`src/rtl/uart_rx.sv`:
```
// 8N1 UART receiver with a 2-flop input synchronizer, mid-bit sampling and a
// one-deep valid/ready output holding register with overrun and framing-error pulses.
module uart_rx #(
  parameter int unsigned CLK_FREQ = 50_000_000,
  parameter int unsigned BAUD     = 115200
) (
  input  logic       clk,
  input  logic       rst,
  input  logic       rx,
  output logic [7:0] data,
  output logic       valid,
  input  logic       ready,
  output logic       frame_err,
  output logic       overrun
);

  localparam int unsigned CLKS_PER_BIT = CLK_FREQ / BAUD;
  localparam int unsigned HALF         = CLKS_PER_BIT / 2;
  localparam int unsigned CtrW         = (CLKS_PER_BIT > 1) ? $clog2(CLKS_PER_BIT) : 1;

  localparam logic [CtrW-1:0] CtrHalfLast = CtrW'(HALF - 1);
  localparam logic [CtrW-1:0] CtrBitLast  = CtrW'(CLKS_PER_BIT - 1);
  localparam logic [CtrW-1:0] CtrOne      = CtrW'(1);

  typedef enum logic [2:0] {
    StIdle,
    StStart,
    StData,
    StStop,
    StWaitHigh
  } state_e;

  state_e            state_q, state_d;
  logic [1:0]        sync_q, sync_d;
  logic [CtrW-1:0]   ctr_q, ctr_d;
  logic [2:0]        bit_idx_q, bit_idx_d;
  logic [7:0]        shift_q, shift_d;
  logic [7:0]        data_q, data_d;
  logic              valid_q, valid_d;
  logic              frame_err_q, frame_err_d;
  logic              overrun_q, overrun_d;
  logic              rx_s;

  assign rx_s = sync_q[1];

  always_comb begin
    state_d     = state_q;
    sync_d      = {sync_q[0], rx};
    ctr_d       = ctr_q;
    bit_idx_d   = bit_idx_q;
    shift_d     = shift_q;
    data_d      = data_q;
    valid_d     = valid_q;
    frame_err_d = 1'b0;
    overrun_d   = 1'b0;

    // Consumption; a delivery in the same cycle below re-asserts valid.
    if (valid_q && ready) begin
      valid_d = 1'b0;
    end

    unique case (state_q)
      StIdle: begin
        if (!rx_s) begin
          state_d = StStart;
          ctr_d   = '0;
        end
      end

      StStart: begin
        if (ctr_q == CtrHalfLast) begin
          if (!rx_s) begin
            state_d   = StData;
            ctr_d     = '0;
            bit_idx_d = '0;
          end else begin
            state_d = StIdle;
          end
        end else begin
          ctr_d = ctr_q + CtrOne;
        end
      end

      StData: begin
        if (ctr_q == CtrBitLast) begin
          shift_d   = {rx_s, shift_q[7:1]};
          ctr_d     = '0;
          bit_idx_d = bit_idx_q + 3'd1;
          if (bit_idx_q == 3'd7) begin
            state_d = StStop;
          end
        end else begin
          ctr_d = ctr_q + CtrOne;
        end
      end

      StStop: begin
        if (ctr_q == CtrBitLast) begin
          ctr_d = '0;
          if (rx_s) begin
            state_d = StIdle;
            if (!valid_q || ready) begin
              data_d  = shift_q;
              valid_d = 1'b1;
            end else begin
              overrun_d = 1'b1;
            end
          end else begin
            frame_err_d = 1'b1;
            shift_d     = '0;
            state_d     = StWaitHigh;
          end
        end else begin
          ctr_d = ctr_q + CtrOne;
        end
      end

      StWaitHigh: begin
        // A line stuck low after a bad stop bit must not be taken as a new start bit.
        if (rx_s) begin
          state_d = StIdle;
        end
      end

      default: begin
        state_d = StIdle;
      end
    endcase
  end

  always_ff @(posedge clk or posedge rst) begin
    if (rst) begin
      state_q     <= StIdle;
      sync_q      <= 2'b11;
      ctr_q       <= '0;
      bit_idx_q   <= '0;
      shift_q     <= '0;
      data_q      <= '0;
      valid_q     <= 1'b0;
      frame_err_q <= 1'b0;
      overrun_q   <= 1'b0;
    end else begin
      state_q     <= state_d;
      sync_q      <= sync_d;
      ctr_q       <= ctr_d;
      bit_idx_q   <= bit_idx_d;
      shift_q     <= shift_d;
      data_q      <= data_d;
      valid_q     <= valid_d;
      frame_err_q <= frame_err_d;
      overrun_q   <= overrun_d;
    end
  end

  assign data      = data_q;
  assign valid     = valid_q;
  assign frame_err = frame_err_q;
  assign overrun   = overrun_q;

endmodule

```
`config.mk`:
```
export PLATFORM = sky130hd
export DESIGN_NAME = uart_rx
export DESIGN_NICKNAME = d
export VERILOG_FILES = /design/src/rtl/uart_rx.sv
export SDC_FILE = /design/constraint.sdc
export NUM_CORES = 1
export LEC_CHECK = 0
export CORE_MARGIN = 2
export CORE_UTILIZATION = 41
export CTS_CLUSTER_SIZE = 30
export DETAILED_ROUTE_END_ITERATION = 16
export GPL_ROUTABILITY_DRIVEN = 0
export HOLD_SLACK_MARGIN = 0.12
export SLEW_MARGIN = 20
export SYNTH_ARGS = -nofsm -noshare
export SYNTH_HDL_FRONTEND = slang
export SYNTH_SLANG_ARGS = --single-unit
```
`constraint.sdc`:
```
create_clock -name clk -period 2 [get_ports clk]
set_input_delay 0.3 -clock clk [delete_from_list [all_inputs] [get_ports clk]]
set_output_delay 0.3 -clock clk [all_outputs]
set_load 0.005 [all_outputs]
```
# Word level (Yosys, flattened, before mapping)
# Index checks and enable logic that the tools add are counted.
dict set report totals {
  elab_cells 71
  regBits 36
  output_inout_bits 11
}
dict set report classes {
  n_eq_ne 15
  add_sub_neg 2
  reduce_logical 12
  n_mux 33
}
# cell n
set ops {}
lappend ops {{$mux 3} 10}
lappend ops {{$mux 9} 3}
lappend ops {{$pmux 9 s3} 1}
lappend ops {{$mux 8} 3}
lappend ops {{$ne 2x2->1 const B} 8}
lappend ops {{$pmux 8 s2} 1}
lappend ops {{$pmux 3 s5} 1}
lappend ops {{$mux 1} 12}
lappend ops {{$reduce_and 4->1} 3}
lappend ops {{$add 9x1->9 const B} 1}
lappend ops {{$eq 9x8->1 const B} 1}
lappend ops {{$eq 9x9->1 const B} 1}
lappend ops {{$eq 3x2->1 const B} 2}
lappend ops {{$eq 3x3->1 const B} 2}
lappend ops {{$pmux 3 s2} 1}
lappend ops {{$reduce_and 6->1} 1}
lappend ops {{$reduce_bool 2->1} 2}
lappend ops {{$add 3x1->3 const B} 1}
lappend ops {{$eq 3x1->1 const B} 1}
lappend ops {{$logic_not 3->1} 1}
lappend ops {{$reduce_bool 3->1} 1}
lappend ops {{$mux 2} 1}
lappend ops {{$reduce_or 2->1} 1}
lappend ops {{$logic_and 1x1->1} 1}
lappend ops {{other kinds (2)} 2}

# Logic depth before layout (Yosys ltp)
dict set report depth {
  depth_word 6
  mapped_depth 7
  depth_no_buf 6
}

# Least setup slack after synthesis
# OpenSTA, ideal clock, no wires.
dict set report synth_path {
  path_type {register to register}
  start {register ctr_q[1]}
  end {register data_q[0], in the netlist data[0]}
  setup_slack_ns 0.240
  path_buffers 1
  required_ns 1.875
  setup_time_ns 0.125
  path_stages_with_launch 8
  t_arrival_ns 1.636
  synth_period_minus_slack_ns 1.760
  cell_sequence {dfrtp_1 inv_1 ha_1 nand4b_2 nor3_1 and3_1 buf_4 mux2_2}
}
dict set report synth_via {
  elab_chain_len 2
}
# item line_no
set synth_rtl {}
lappend synth_rtl {{from (decl)} 35} ;# logic [CtrW-1:0] ctr_q, ctr_d;
lappend synth_rtl {{from (signal assigned)} 145} ;# ctr_q <= ctr_d;
lappend synth_rtl {{$eq 9x9->1} 98} ;# if (ctr_q == CtrBitLast) begin
lappend synth_rtl {{$reduce_and 4->1 (no source line)} -}
lappend synth_rtl {{to (signal assigned)} 148} ;# data_q <= data_d;
lappend synth_rtl {{to (decl)} 38} ;# logic [7:0] data_q, data_d;
# No other way between the ends.
# A chain may end at the register's enable or synchronous reset.

# Final worst setup path
dict set report layout_path {
  start {register ctr_q[1]}
  end {register shift_q[7]}
}
dict set report layout_via {
  elab_chain_len 3
  word_cells_on_any_way 4
  classes_between {eq/ne (3); reduce/logical (1)}
}
# item line_no
set layout_rtl {}
lappend layout_rtl {{$eq 9x9->1 *} {85, 98}}
lappend layout_rtl {{$ne 2x2->1 (no source line)} -}
lappend layout_rtl {{$reduce_and 4->1 (no source line) *} -}
lappend layout_rtl {{to (signal assigned)} 147} ;# shift_q <= shift_d;
lappend layout_rtl {{to (decl)} 37} ;# logic [7:0] shift_q, shift_d;
# Mark *: on every way between the ends. The rest lies on a longest branch, timed or not.

==> metrics.yaml <==
status: "completed"
fillers: 376
synth.net_count: 175
slowest_delay_ns: 0.53
final_common_cell: "dfrtp_1"
p_seq_frac: 0.507
ys_ff_latch: 36
coreArea_mm2: 0.00406
powerDensity_mw_per_mm2: 690
fin_nets: 199
cts_tree: "yes"
worstSetupPathType: "reg2reg"
die-area_mm2: 0.00483
cts_made_buffers: 5
start_util: 0.434
switching_share: 0.188
post-route-drc-count: 0
hp-class: "reg2reg"
vias: 1320
crit_family: "compound AO/OA/AOI/OAI gates"
grt_max_degree: 37
hold_violations: 0
ir_drop_uv: 526
drv_slew: 0
crit_path_start_kind: "flop"
path_cells: "inv_2, ha_1, nand4b_2, buf_4, a2111o_2, a22o_1"
power_mw: 1.45
fp.dieH_um: 69.5
cts_htree_levels: 2
postSynthCellCount: 166
vias_per_cell: 5.48
diodes: 0
clkTransAtPathRegs_ns: 0.07
regArea_um2: 903
drive_gt1_frac: 0.194
fmax_mhz: 545
post_cts_buffers: 0
clock-sinks: 36
p_int_mw: 1.18
tns_ns: 0
critPathCaptureType: "flop"
wire_per_inst_um: 14.9
fin_crit_ns: 1.84
most-common-layout-cells: "dfrtp_1, nand2_1, o21ai_0"
critPathArrivalTime_ns: 2.02
worst_slack_ns: 0.164
num_rows: 23
postRouteAntennaNets: 0
finalCritPeriodShare: 0.918
ios: 15
grt_pass1_vias: 1311
drv_cap: 0
ys_warn_count: 0
grt_antenna_before_repair: 0
clock_skew_ns: 0.00508
synth_edf_count: 0
drt_iter0_drc: 61
pwr-share-clk: 0.478
slew_headroom: 0.694
p_comb_frac: 0.015
place_ws_ns: 0.0771
switchingPower_mw: 0.273
overflow: 0
setup_viol: 0
clk_path_buf_depth: 2
drt-total-wl_um: 3600
root_buffer: "clkbuf_8"
rsz0062_at_grt: "no"
clkLatencyLatePin_ns: 0.29
path_max_fanout: 15
power.leakage_nw: 0.942
tightestPinTransition_ns: 0.459
die_x_um: 69.5
synth.distinct_cells: 41
io_buffer_count: 14
grt_usage: 0.163
synth_area_mm2: 0.00176
dpl-instance-area_mm2: 0.00197
synth.avg_cell_area_um2: 10.6
ys.flop_type: "dfrtp_1"
drt_pass1_iterations: 4
grt_pass1_wl_um: 6260
ys_seq_area_frac: 0.513
place_hpwl_um: 2550
async_flop_share: 1.00
multi_input_area_um2: 743
crit_required_ns: 2.18
area_growth_pct: 19.5
crit_slowest_cell: "a2111o_2"
fin_area_mm2: 0.00210
crit_buf_inv: 2
-- per-stage QoR --
step                       util  hold slack [ns]  cells
after global routing      0.518            0.363    241
after floorplan               -            0.304    166
after CTS                 0.517            0.363    241
after detailed placement  0.486            0.353    233
final                     0.518            0.360    241
after global placement    0.486            0.347    233
-- state kept, by name, summed over array words and instances (netlist names) --
signal and cells:
data 8, sync_q 2, frame_err 1, valid 1
shift_q 8, state_q 3, overrun 1, ctr_q 9
bit_idx_q 3
-- kinds of logic (layout without fill, tap and decap cells) --
logic type | count (synthesis) | after routing | synth area share
simple gates | 53 | 53 | 0.169
buf+inv | 21 | 46 | 0.0675
compound gates | 40 | 40 | 0.145
flops | 36 | 36 | 0.513
fa+ha+maj | 5 | 5 | 0.0355
mux | 9 | 9 | 0.0597
xor+xnor | 2 | 2 | 0.00995
-- metal layers --
| layer | wire [um] | vias up | GRT usage |
|---|---|---|---|
| li1 | - | 641 | - |
| met1 | 1600 | 647 | 0.206 |
| met2 | 1810 | 25 | 0.269 |
| met3 | 130 | 7 | 0.0392 |
| met4 | 58 | 0 | 0.0654 |
| met5 | 0 | - | 0 |
-- Yosys cell counts, types with 4 or more instances --
cell / n / area (um2)
dfrtp_1: 34 / 851
o21ai_0: 17 / 85.1
nand2_1: 20 / 75.1
o22ai_1: 6 / 37.5
ha_1: 5 / 62.6
nor3_1: 6 / 30.0
mux2_2: 8 / 90.1
inv_1: 14 / 52.6
a21oi_1: 4 / 20.0
nor2_1: 7 / 26.3
-- layout make-up --
| cell class | instances | area share |
|---|---|---|
| clock buffer | 7 | 0.0458 |
| multi-input combinational | 109 | 0.353 |
| inverter | 14 | 0.0250 |
| clock inverter | 1 | 0.0143 |
| tap | 50 | 0.0297 |
| timing repair buffer | 24 | 0.102 |
| sequential | 36 | 0.430 |
-- final timing paths --
check	startpoint	to	slack (ns)	depth (start not counted)
worst max register to register	ctr_q[1]	shift_q[7]	0.16	6
min in group asynchronous	rst	overrun	0.41	3
max in group asynchronous	rst	sync_q[1]	1.25	3
worst min-delay path	sync_q[0]	sync_q[1]	0.36	0
worst min register to register	sync_q[0]	sync_q[1]	0.36	0
worst max-delay path	ctr_q[1]	shift_q[7]	0.16	6
-- repair_timing --
| action | in CTS | in global routing |
|---|---|---|
| resized for setup | 0 | 4 |
| endpoints found under the hold margin | 0 | 0 |
| hold buffers | 0 | 0 |
| setup endpoints to repair | 0 | 17 |
-- power by group through the flow --
stage / combinational (mW) / clock, mW / sequential [mW]
floorplan: 0.0161 / 0 / 0.746
global placement: 0.0231 / 0 / 0.749
detailed placement: 0.0238 / 0 / 0.749
CTS: 0.0236 / 0.716 / 0.735
global route: 0.0266 / 0.748 / 0.735
finish: 0.0222 / 0.694 / 0.735
(Power assumes the default switching activity.)
